## src/rtl/alu_arbiter.sv

```systemverilog
// Round-robin arbiter sharing one external ALU between two requesters, one op in flight.
// Define ALU_ARB_STATS_EN to add the per-requester saturating grant counters.
module alu_arbiter #(
    parameter int W      = 8,
    parameter int CTRL_W = 3
) (
    input  logic              clk,
    input  logic              rst_n,
    input  logic              req0_valid,
    output logic              req0_ready,
    input  logic [W-1:0]      req0_a,
    input  logic [W-1:0]      req0_b,
    input  logic [CTRL_W-1:0] req0_ctrl,
    output logic              rsp0_valid,
    input  logic              rsp0_ready,
    output logic [W-1:0]      rsp0_result,
    output logic              rsp0_z,
    input  logic              req1_valid,
    output logic              req1_ready,
    input  logic [W-1:0]      req1_a,
    input  logic [W-1:0]      req1_b,
    input  logic [CTRL_W-1:0] req1_ctrl,
    output logic              rsp1_valid,
    input  logic              rsp1_ready,
    output logic [W-1:0]      rsp1_result,
    output logic              rsp1_z,
    output logic [W-1:0]      alu_src_a,
    output logic [W-1:0]      alu_src_b,
    output logic [CTRL_W-1:0] alu_ctrl,
    input  logic [W-1:0]      alu_result,
    input  logic              alu_z,
`ifdef ALU_ARB_STATS_EN
    output logic [7:0]        grant_cnt0,
    output logic [7:0]        grant_cnt1,
`endif
    output logic              busy
);
    localparam logic [1:0] IDLE = 2'd0;
    localparam logic [1:0] EXEC = 2'd1;
    localparam logic [1:0] RESP = 2'd2;

    logic [1:0]        state;
    logic [W-1:0]      op_a, op_b, res;
    logic [CTRL_W-1:0] op_ctrl;
    logic              zr, owner, last_gnt;
    logic [1:0]        req_valid, gnt, accept;
    logic              rsp_hs;

    assign req_valid = {req1_valid, req0_valid};

    // On a tie the requester that did not win last time takes the ALU.
    always_comb begin
        gnt = 2'b00;
        if (state == IDLE) begin
            if (req_valid == 2'b11)
                gnt = last_gnt ? 2'b01 : 2'b10;
            else
                gnt = req_valid;
        end
    end

    assign accept     = gnt & {2{rst_n}};
    assign req0_ready = accept[0];
    assign req1_ready = accept[1];

    assign rsp0_valid  = (state == RESP) && !owner;
    assign rsp1_valid  = (state == RESP) && owner;
    assign rsp0_result = res;
    assign rsp1_result = res;
    assign rsp0_z      = zr;
    assign rsp1_z      = zr;
    assign rsp_hs      = owner ? (rsp1_valid && rsp1_ready) : (rsp0_valid && rsp0_ready);

    assign alu_src_a = op_a;
    assign alu_src_b = op_b;
    assign alu_ctrl  = op_ctrl;
    assign busy      = (state != IDLE);

    always_ff @(posedge clk) begin
        if (!rst_n) begin
            state    <= IDLE;
            op_a     <= '0;
            op_b     <= '0;
            op_ctrl  <= '0;
            res      <= '0;
            zr       <= 1'b0;
            owner    <= 1'b0;
            last_gnt <= 1'b1;
        end else begin
            case (state)
                IDLE: begin
                    if (|accept) begin
                        op_a     <= accept[1] ? req1_a    : req0_a;
                        op_b     <= accept[1] ? req1_b    : req0_b;
                        op_ctrl  <= accept[1] ? req1_ctrl : req0_ctrl;
                        owner    <= accept[1];
                        last_gnt <= accept[1];
                        state    <= EXEC;
                    end
                end
                EXEC: begin
                    res   <= alu_result;
                    zr    <= alu_z;
                    state <= RESP;
                end
                RESP: begin
                    if (rsp_hs)
                        state <= IDLE;
                end
                default: state <= IDLE;
            endcase
        end
    end

`ifdef ALU_ARB_STATS_EN
    logic [1:0][7:0] grant_cnt;

    for (genvar i = 0; i < 2; i++) begin : g_stats
        always_ff @(posedge clk) begin
            if (!rst_n)
                grant_cnt[i] <= '0;
            else if (accept[i] && grant_cnt[i] != 8'hFF)
                grant_cnt[i] <= grant_cnt[i] + 8'd1;
        end
    end

    assign grant_cnt0 = grant_cnt[0];
    assign grant_cnt1 = grant_cnt[1];
`endif

endmodule

```

## config.mk

```make
export PLATFORM = sky130hd
export DESIGN_NAME = alu_arbiter
export DESIGN_NICKNAME = d
export VERILOG_FILES = /design/src/rtl/alu_arbiter.sv
export SDC_FILE = /design/constraint.sdc
export NUM_CORES = 1
export LEC_CHECK = 0
export ABC_AREA = 0
export CAP_MARGIN = 15
export CORE_MARGIN = 2
export CORE_UTILIZATION = 30
export DETAILED_ROUTE_END_ITERATION = 10
export PLACE_DENSITY = 0.67
export SYNTH_ARGS = -nofsm -noshare
export SYNTH_HDL_FRONTEND = slang
export SYNTH_SLANG_ARGS = --single-unit
```

## constraint.sdc

```tcl
create_clock -name clk -period 2.9 [get_ports clk]
set_clock_uncertainty 0.05 [all_clocks]
set_input_delay 0.725 -clock clk [delete_from_list [all_inputs] [get_ports clk]]
set_output_delay 0.725 -clock clk [all_outputs]
set_load 0.05 [all_outputs]
```

==> run metrics <==
Slew Limit Fails=0; WP data required=approximately 2.1 ns; RSZ-0062 raised after global routing=false; n_diodes=0; EDFF count, synth=0; layout cells sized above 1=0.0861; CP endpoint kind=primary output; # nets final=320; DP HPWL=roughly 3400 um; Max Cap Violations=0; Min-Delay Path Depth=2; largest net degree at the start of global routing=40; P per Cell Area=~510 nW/um2; Overall Global Routing Usage=0.171; DRT antenna net count=0; drt drc=0; CTS tree=yes; synth-to-layout area growth=67.9%; sequential share of the synthesized area=0.418; post-layout min period=2.77 ns; Post-Place Cell Area=between 2000 and 2500 um2; Finish-stage setup viols=0; die footprint=approximately 5700 um2; CP max FO=2; Post-Syn Instances=183; Pleak=0.889 nW; measured slew at the worst slew-check pin=~0.97 ns; Final period util=0.954; Netlist cell types=30; Max Buffers Root-to-Sink=2; clock latency on the worst-skew pair=around 0.28 ns; DR WL/cell=about 14 um; total grt overflow=0; Total Wirelength=4730 um; Layout Utilization=0.514; via count=1659; DIE WIDTH=around 76 um; Startpoint Class=primary input; first-pass GRT wire length=around 7500 um; TritonCTS Sinks=32; Slew headroom=0.352; hold_ws=0.414 ns; reg2reg path depth=5; CTS Hold Bufs=0; # IOs=95; Yosys warnings=0; worst hold-check path type=flip-flop to flip-flop; Setup Buffers After CTS=0; Core Region=around 5000 um2; Worst VDD drop=~0.18 mV; DR iter-0 viols=44; Root Buffer=clkbuf_8; number of global-route vias before repair=about 1600; TritonRoute pass-1 iters=4; Data arrival, critical path=about 2.0 ns; status=finished, final reports clean; Setup TNS=0 ns; fmax=between 300 and 400 MHz; Avg Cell Area, Syn=8.38 um2; ys async rst share=0; critical path class=primary input to primary output; syn nets=between 200 and 250; CTS-repair resized insts=0; vias per cell=roughly 4.9; H-tree Lvls=2; Port Buf Inserts=94; Hold Fails Final Rpt=0; post-synthesis cell area=~1500 um2; row count=26; #FFs+latches synth=32; GPL Wtd Cong=a little under 0.8; main flop type after synthesis=dfxtp_1; Worst-path clk slew=roughly 0.06 ns; Pwr Total=1.32 mW; Initial Util=0.306; Chip Height=75.5 um; fin area=around 2600 um2; initial antenna violation count=0; CTS buffer count=5
-- metal layers --
metal | part of all wire | vias up | GRT usage | routed length [um]
met5 | 0 | - | 0 | 0
met1 | 0.43 | 763 | 0.203 | 2030
li1 | - | 829 | - | -
met3 | 0.058 | 8 | 0.0463 | 276
met2 | 0.50 | 59 | 0.295 | 2340
met4 | 0.016 | 0 | 0.0624 | 74
-- state kept, by name (all words and copies together), names as in the netlist --
name         flops
alu_src_a        8
last_gnt         1
state            2
owner            1
alu_src_b        8
rsp0_z           1
alu_ctrl         3
rsp0_result      8
-- Yosys cell counts, types with 2 or more instances --
| cell type | n | share of area |
|---|---|---|
| nand2_1 | 18 | 0.044 |
| buf_2 | 6 | 0.020 |
| o21ai_0 | 10 | 0.033 |
| o21ai_1 | 9 | 0.029 |
| inv_1 | 2 | 0.0049 |
| a311oi_1 | 19 | 0.11 |
| buf_6 | 2 | 0.015 |
| nand2b_1 | 2 | 0.0082 |
| nand3_1 | 20 | 0.065 |
| buf_4 | 11 | 0.054 |
| dfxtp_1 | 32 | 0.42 |
| a21oi_1 | 29 | 0.095 |
| clkbuf_1 | 6 | 0.015 |
-- cell families after synthesis --
kind of cell | Yosys count | synth area share
muxes | 1 | 0.00653
buffers and inverters | 29 | 0.113
DFF | 32 | 0.418
AOI/OAI and AO/OA | 71 | 0.295
and+or+nand+nor | 50 | 0.167
-- final cells by class --
cell class | instances | area [um2]
Fill cell | 516 | 2430
Timing Repair Buffer | 104 | 1040
Multi-Input combinational cell | 122 | 726
Sequential cell | 32 | 641
Tap cell | 70 | 87.6
Clock buffer | 6 | 72.6
Inverter | 2 | 7.51
Clock inverter | 1 | 5.00
-- power breakdown --
part | internal (mW) | switching, mW
Combinational | 0.202 | 0.294
Clock | 0.163 | 0.152
Sequential | 0.480 | 0.0280
-- worst max-delay path, stage by stage --
cell and delay [ns]:
clkdlybuf4s50_1 0.47, or3b_1 0.40, nor2_2 0.22, buf_12 0.17
-- placed cells by master (no fill, tap or decap) --
master and instances:
a211o_1 1, a21bo_1 1, a21boi_4 1, a21oi_1 29
a311oi_1 19, a31o_2 1, and2_1 1, and3b_1 1
buf_12 2, buf_4 10, clkbuf_1 1, clkbuf_8 5
clkdlybuf4s50_1 92, clkinv_2 1, dfxtp_1 32, inv_1 2
mux2i_1 1, nand2_1 18, nand2b_1 2, nand3_1 20
nand3b_1 1, nor2_2 1, nor2b_1 1, nor3b_1 1
nor3b_4 1, o21ai_0 10, o21ai_1 9, or2_1 1
or2_2 1, or3b_1 1
-- through the flow --
step                setup slack [ns]  cells
detailed placement             0.152    330
finish                         0.133    337
global placement               0.172    330
floorplan                      0.405    183
global route                  0.0843    337
CTS                            0.130    337
-- path summary, 6_finish.rpt --
path / start / endpoint / slack [ns]
hold reg to reg: rsp0_result[6]$_SDFFE_PN0N_ / rsp0_result[6]$_SDFFE_PN0N_ / 0.41
setup / recovery: rst_n / req1_ready / 0.13
setup reg to reg: state[1]$_SDFFE_PN0P_ / alu_src_a[7]$_SDFFE_PN0P_ / 1.15
hold / removal: rsp0_result[6]$_SDFFE_PN0N_ / rsp0_result[6]$_SDFFE_PN0N_ / 0.41
No activity file was read; power rests on OpenSTA's default activity.
